<file path="src/rtl/undo_history_ctrl.sv">
// Bounded LIFO snapshot history for the retract path; oldest entry is overwritten when full.
// Optional move counter on output steps is built only when UNDO_STEP_COUNT_EN is defined.
module undo_history_ctrl #(
    parameter int WIDTH = 134,
    parameter int DEPTH = 8,
    parameter int AW    = 3
) (
    input  logic             clk,
    input  logic             reset,
    input  logic             clear,
    input  logic             push,
    input  logic [WIDTH-1:0] wr_data,
    input  logic             pop,
    output logic [WIDTH-1:0] rd_data,
    output logic             rd_valid,
    output logic             rd_none,
    output logic             busy,
    output logic [AW:0]      count,
    output logic             full,
    output logic             empty,
    output logic [9:0]       steps
);

    typedef enum logic [1:0] {
        IDLE,
        RD,
        OUT
    } state_e;

    localparam logic [AW:0] CNT_MAX = (AW+1)'(DEPTH);

    logic [WIDTH-1:0] mem [DEPTH];

    state_e           state_q, state_d;
    logic [AW-1:0]    wr_ptr_q, wr_ptr_d;
    logic [AW:0]      count_q, count_d;
    logic [WIDTH-1:0] rd_data_q, rd_data_d;
    logic             rd_valid_q, rd_valid_d;
    logic             rd_none_q, rd_none_d;
    logic             busy_q, busy_d;
    logic             push_acc;
    logic             pop_done;

    assign push_acc = (state_q == IDLE) && !clear && push;
    assign pop_done = (state_q == RD) && !clear;

    always_comb begin
        state_d    = state_q;
        wr_ptr_d   = wr_ptr_q;
        count_d    = count_q;
        rd_data_d  = rd_data_q;
        rd_valid_d = 1'b0;
        rd_none_d  = 1'b0;
        if (clear) begin
            state_d  = IDLE;
            wr_ptr_d = '0;
            count_d  = '0;
        end else begin
            unique case (state_q)
                IDLE: begin
                    // a same-cycle pop is dropped in favour of the push
                    if (push) begin
                        wr_ptr_d = wr_ptr_q + AW'(1);
                        if (count_q != CNT_MAX) begin
                            count_d = count_q + (AW+1)'(1);
                        end
                    end else if (pop) begin
                        if (count_q == '0) begin
                            rd_none_d = 1'b1;
                        end else begin
                            wr_ptr_d = wr_ptr_q - AW'(1);
                            count_d  = count_q - (AW+1)'(1);
                            state_d  = RD;
                        end
                    end
                end
                RD: begin
                    // wr_ptr_q already points at the newest stored slot
                    rd_data_d  = mem[wr_ptr_q];
                    rd_valid_d = 1'b1;
                    state_d    = OUT;
                end
                OUT: begin
                    state_d = IDLE;
                end
                default: begin
                    state_d = IDLE;
                end
            endcase
        end
        busy_d = (state_d != IDLE);
    end

    always_ff @(posedge clk) begin
        if (reset) begin
            state_q    <= IDLE;
            wr_ptr_q   <= '0;
            count_q    <= '0;
            rd_data_q  <= '0;
            rd_valid_q <= 1'b0;
            rd_none_q  <= 1'b0;
            busy_q     <= 1'b0;
        end else begin
            state_q    <= state_d;
            wr_ptr_q   <= wr_ptr_d;
            count_q    <= count_d;
            rd_data_q  <= rd_data_d;
            rd_valid_q <= rd_valid_d;
            rd_none_q  <= rd_none_d;
            busy_q     <= busy_d;
        end
    end

    always_ff @(posedge clk) begin
        if (push_acc && !reset) begin
            mem[wr_ptr_q] <= wr_data;
        end
    end

    assign rd_data  = rd_data_q;
    assign rd_valid = rd_valid_q;
    assign rd_none  = rd_none_q;
    assign busy     = busy_q;
    assign count    = count_q;
    assign full     = (count_q == CNT_MAX);
    assign empty    = (count_q == '0);

`ifdef UNDO_STEP_COUNT_EN
    logic [9:0] steps_q, steps_d;

    always_comb begin
        steps_d = steps_q;
        if (clear) begin
            steps_d = '0;
        end else if (push_acc) begin
            if (steps_q != 10'd1023) begin
                steps_d = steps_q + 10'd1;
            end
        end else if (pop_done) begin
            if (steps_q != '0) begin
                steps_d = steps_q - 10'd1;
            end
        end
    end

    always_ff @(posedge clk) begin
        if (reset) begin
            steps_q <= '0;
        end else begin
            steps_q <= steps_d;
        end
    end

    assign steps = steps_q;
`else
    assign steps = '0;
`endif

endmodule
</file>
<file path="config.mk">
export PLATFORM = sky130hd
export DESIGN_NAME = undo_history_ctrl
export DESIGN_NICKNAME = d
export VERILOG_FILES = /design/src/rtl/undo_history_ctrl.sv
export SDC_FILE = /design/constraint.sdc
export NUM_CORES = 1
export LEC_CHECK = 0
export ABC_AREA = 1
export CAP_MARGIN = 20
export CORE_ASPECT_RATIO = 1.5
export CORE_MARGIN = 3
export CORE_UTILIZATION = 25
export DETAILED_ROUTE_END_ITERATION = 6
export GPL_ROUTABILITY_DRIVEN = 0
export GPL_TIMING_DRIVEN = 0
export PLACE_DENSITY_LB_ADDON = 0.15
export SYNTH_ARGS = -nofsm -noshare
export SYNTH_HDL_FRONTEND = slang
export SYNTH_SLANG_ARGS = --single-unit
</file>
<file path="constraint.sdc">
create_clock -name clk -period 11.5 [get_ports clk]
set_input_delay 1.15 -clock clk [delete_from_list [all_inputs] [get_ports clk]]
set_output_delay 1.15 -clock clk [all_outputs]
set_load 0.03 [all_outputs]
</file>
======== After elaboration in Yosys (flattened, before gate mapping) ========
Memory sizes are Yosys's and may differ from the RTL's. A register that Yosys moved wholly into a read port is not among the register bits.
Index checks and enable logic that the tools add are counted.
cells by class
  add/subtract/negate cells ............... 4
  $mul .................................... 0
  div/mod/pow operators ................... 0
  magnitude comparators ................... 0
  equal/unequal tests ..................... 5
  shifts and indexed selects .............. 0
  muxes and demuxes ....................... 16
  bitwise gates (word level) .............. 3
  reduce and logical (&&, ||, !) cells .... 14
operators with widths
  kind                                                                 count
  4-bit 2-to-1 mux                                                     4
  3-bit 2-to-1 mux                                                     3
  2-bit 2-to-1 mux                                                     4
  5-bit OR reduction                                                   1
  4-bit by 1-bit adder with 4-bit output (second input constant)       1
  4-bit == test (second input constant)                                1
  4-bit zero test                                                      1
  1-bit 2-to-1 mux                                                     4
  4-bit != test (second input constant)                                1
  2-bit one-hot mux with 2 select lines                                1
  4-bit AND reduction                                                  1
  2-bit nonzero test                                                   2
  4-bit by 1-bit subtractor with 4-bit output (second input constant)  1
  3-bit by 1-bit adder with 3-bit output (second input constant)       1
  1-bit logical AND                                                    3
  1-bit inverter                                                       3
  3-bit AND reduction                                                  1
  3-bit by 1-bit subtractor with 3-bit output (second input constant)  1
  2-bit by 1-bit == test with 1-bit output (second input constant)     1
  1-bit zero test                                                      2
  2-bit zero test                                                      1
  2-bit by 1-bit != test with 1-bit output (second input constant)     1
  2-bit != test (second input constant)                                1
  2-bit AND reduction                                                  1
  2-bit OR reduction                                                   1
word-level totals
  register bits ........................... 12
  bits in latches ......................... 0
  bits in writable memories ............... 1072
  ROM bits ................................ 0
  bits of input ports ..................... 139
  output and inout port bits .............. 153
  word-level logic and storage cells ...... 49
  memories kept ........................... 1
memories
  name  words  width  rd ports  clocked after Yosys merged registers in  wr ports  RTL line  source
  mem   8      134    1         1                                        1         32        logic [WIDTH-1:0] mem [DEPTH];

======== Logic depth before layout (Yosys ltp) ========
  word-level depth ........................ 7
  gate-level depth with buffers ........... 9
  mapped depth without buffers ............ 9

======== Least setup slack after synthesis ========
OpenSTA, ideal clock, no wires.
  path kind ............................... input port to flip-flop
  start point ............................. in reset
  end point ............................... mem mem[0][0], enable pin
  setup time .............................. 0.629 ns
  arrival time ............................ 7.197 ns
  data required time ...................... 10.871 ns
  path slack .............................. 3.674 ns
  cell stages on the path ................. 5
  path buffers ............................ 0
  cell sequence ........................... inv_2 nand2_1 nor2_1 nand2_1 nor2_1
on the way
  word-level cells in the longest chain between the ends .. 4
ends and longest elaborated chain
  what                                    RTL line  source
  from (decl)                             9         input logic reset,
  1-bit zero test                         115       if (push_acc && !reset) begin
  1-bit logical AND                       115
  1-bit 2-to-1 mux                        115
  1-bit 2-to-1 mux (implied by the code)  116       mem[wr_ptr_q] <= wr_data;
  to (decl)                               32
No other way between the ends.

======== Worst setup path after layout ========
  start point ............................. in reset
  end point ............................... mem mem[7][118], enable pin
The elaborated chain is that of the path after synthesis.

==> impl_metrics.tcl <==
set metrics [dict create \
    top_level_ports 292 \
    critPathLaunch "reset" \
    antenna_left 0 \
    ys_async_sr_fraction 0 \
    p_leak_uw 0.01923 \
    path_class "input port to register" \
    period_share 0.3810 \
    synthTopCellsByArea "edfxtp_1 (69%), dfxtp_1 (6.3%), nor2_1 (5.6%)" \
    synth.distinct_cells 31 \
    final-max-slew-violation-count 0 \
    cts_buffers 134 \
    cts_resized 0 \
    reg2reg_to "mem[7][118]" \
    ir_worst_vdd_mv 0.1505 \
    maxCapViolCount 0 \
    final_cell_mix "edfxtp_1 (1,072), nor2_1 (687), o21ai_0 (364)" \
    synth_area_leader_cell "edfxtp_1" \
    grt_max_degree 26 \
    grt_pass1_wl_mm 215.7 \
    drt_iter0_drc 2059 \
    cp.arrival_ns 4.83 \
    rsz0062_at_grt "no" \
    synth_edf_count 1072 \
    synth.avg_cell_area_sq_um 13.10 \
    top_layer_used "met5" \
    place_ws_ns 6.059 \
    cts_tree "yes" \
    die_area_sq_um 191800 \
    first_global_vias 29098 \
    ys_ff_latch 1218 \
    status "finished, final reports clean" \
    timing.fmax_mhz 228.2 \
    die_h_um 534.8 \
    io_buffer_count 281 \
    syn_area_sq_um 46610 \
    drt_wl_total_mm 153.2 \
    hpwl_mm 101.9 \
    crit_path_start_kind "input port" \
    fin_nets 4184 \
    initial_core_util 0.2523 \
    ys_seq_area_frac 0.7533 \
    multiInputGateArea_sq_um 9783 \
    finClkSkew_ns 0.02434 \
    antenna_found_initial 36 \
    synth.top_cell.area_share 0.6906 \
    wl_per_cell_um 23.20 \
    cp-end-kind "register" \
    met3_length_mm 8.295 \
    dr_wl_met2_mm 74.01 \
    syn2layout_area_growth_pct 24.79 \
    grt_usage 0.1576 \
    synthCells 3559 \
    rrSetupSlack_ns 7.40 \
    seq_area_sq_um 35110 \
    mostFrequentLayoutCell "edfxtp_1" \
    slew_headroom 0.3896 \
    dr.pass1.iters 5 \
    num_vias 29265 \
    worstHoldPathCells 2 \
    power_density_nw_per_um2 168.1 \
    cts.sinks 1218 \
    setup_ws_ns 7.118 \
    ys.warnings.count 0 \
    final_layout_size_suffix_gt1_frac 0.1069 \
    clockBufferDepth 3 \
    hp-class "register to register" \
    fin_hold_ws_ns 0.5266 \
    clkTransAtPathRegs_ns 0.06 \
    hold_viol 0 \
    htree_levels 4 \
    clkLatencyLatePin_ns 0.77 \
    hold_start "rd_data[70]" \
    vias_per_cell 4.431 \
    n_fill_cell 18520 \
    required_ns 11.95 \
    coreArea_sq_um 184700 \
    cts_hold_buf 0 \
    r2r_start "wr_ptr_q[0]" \
    die_w_um 358.6 \
    tightestPinTransition_ns 0.9126 \
    finalSetupViolCount 0 \
    r2r_cells 10 \
    cts_setup_buffers 0 \
    fin_crit_ns 4.382 \
    cts-root-buf "clkbuf_16" \
    drcViolationCount 0 \
    path_max_fanout 22 \
    row_count 193 \
    grt_overflow_total 0 \
    min_to "rd_data[70]" \
    met1_length_mm 67.25 \
    synth_ff_type "edfxtp_1" \
]
==> cells by family (layout without fill, tap and decap cells) <==
kind of cell    count (synthesis)  in the layout  share of synthesized area
other cells                     1             24                 0.00008045
xor+xnor                        2              2                  0.0003759
simple gates                 1140           1140                     0.1044
flops                        1218           1218                     0.7533
buf+inv                       382            968                    0.03881
fa+ha+maj                       4              4                   0.001396
compound gates                812            812                     0.1016
==> through the flow <==
step,total power [uW],utilization,setup TNS [ns],std cells,cell area (sq um)
floorplan,5259,-,0,3568,46650
global placement,5597,0.2842,-5310.80,6286,52510
detailed placement,5596,0.2910,0,6342,53760
CTS,9938,0.3147,0,6591,58130
global route,10130,0.3147,0,6592,58130
finish,9775,0.3149,0,6605,58170
==> flip-flops by register name, summed over array words and instances, names as in the netlist <==
register and flops:
rd_data 134, wr_ptr_q 3, busy 1, rd_valid 1
count 4, mem 1072, state_q 2, rd_none 1
==> routing by layer <==
layer | global-route usage | vias to the layer above
met4 | 0.04633 | 18
met1 | 0.2074 | 14451
met3 | 0.02885 | 210
li1 | - | 13803
met5 | 0 | -
met2 | 0.2639 | 783
==> worst max path at each step <==
stage                              to  slack, ns  cells past startpoint
after CTS                 mem[7][119]       6.90                     10
after global routing      mem[7][119]       6.84                     10
final                     mem[7][118]       7.12                     10
after global placement     mem[1][45]      -5.71                      6
after detailed placement  mem[7][117]       6.06                     10
after floorplan             mem[0][0]       3.67                      5
==> critical path, cell delays in order <==
cell,delay [ns]
clkdlybuf4s50_1,0.48
inv_2,0.47
nand2_1,0.35
nor2_1,0.35
nand2_1,0.30
nor2_4,0.74
buf_12,0.29
buf_12,0.21
buf_12,0.22
buf_12,0.22
==> cell usage after synthesis (2+ instances only) <==
cell      count
o211ai_1    268
edfxtp_1   1072
buf_4        29
dfxtp_1     146
o21ai_1     174
or2_1       104
ha_1          2
nand2_1     163
nor2_8        3
nor2_1      695
buf_6        19
inv_2         5
o21ai_0     364
buf_2        92
a21oi_1       5
clkbuf_2      5
or2_2        31
inv_1       146
clkbuf_1     84
fa_1          2
nand3_1     140
==> power by group <==
part	internal, uW	leakage, uW	switching [uW]	total (uW)
Clock	2460	0.00211	1830	4290
Sequential	4840	0.0108	13.5	4860
Combinational	196	0.00628	427	622
Total	7500	0.0192	2270	9780
==> layout make-up <==
type                            instances  share of cell area
Multi-Input combinational cell       1968              0.1682
Clock inverter                         54             0.01028
Sequential cell                      1218              0.6037
Tap cell                             2437             0.05242
Buffer                                230             0.02125
Clock buffer                          195             0.06490
Antenna cell                           14           0.0006023
Timing Repair Buffer                  337             0.06883
Inverter                              152            0.009852
Power figures use the tool's default switching activity.
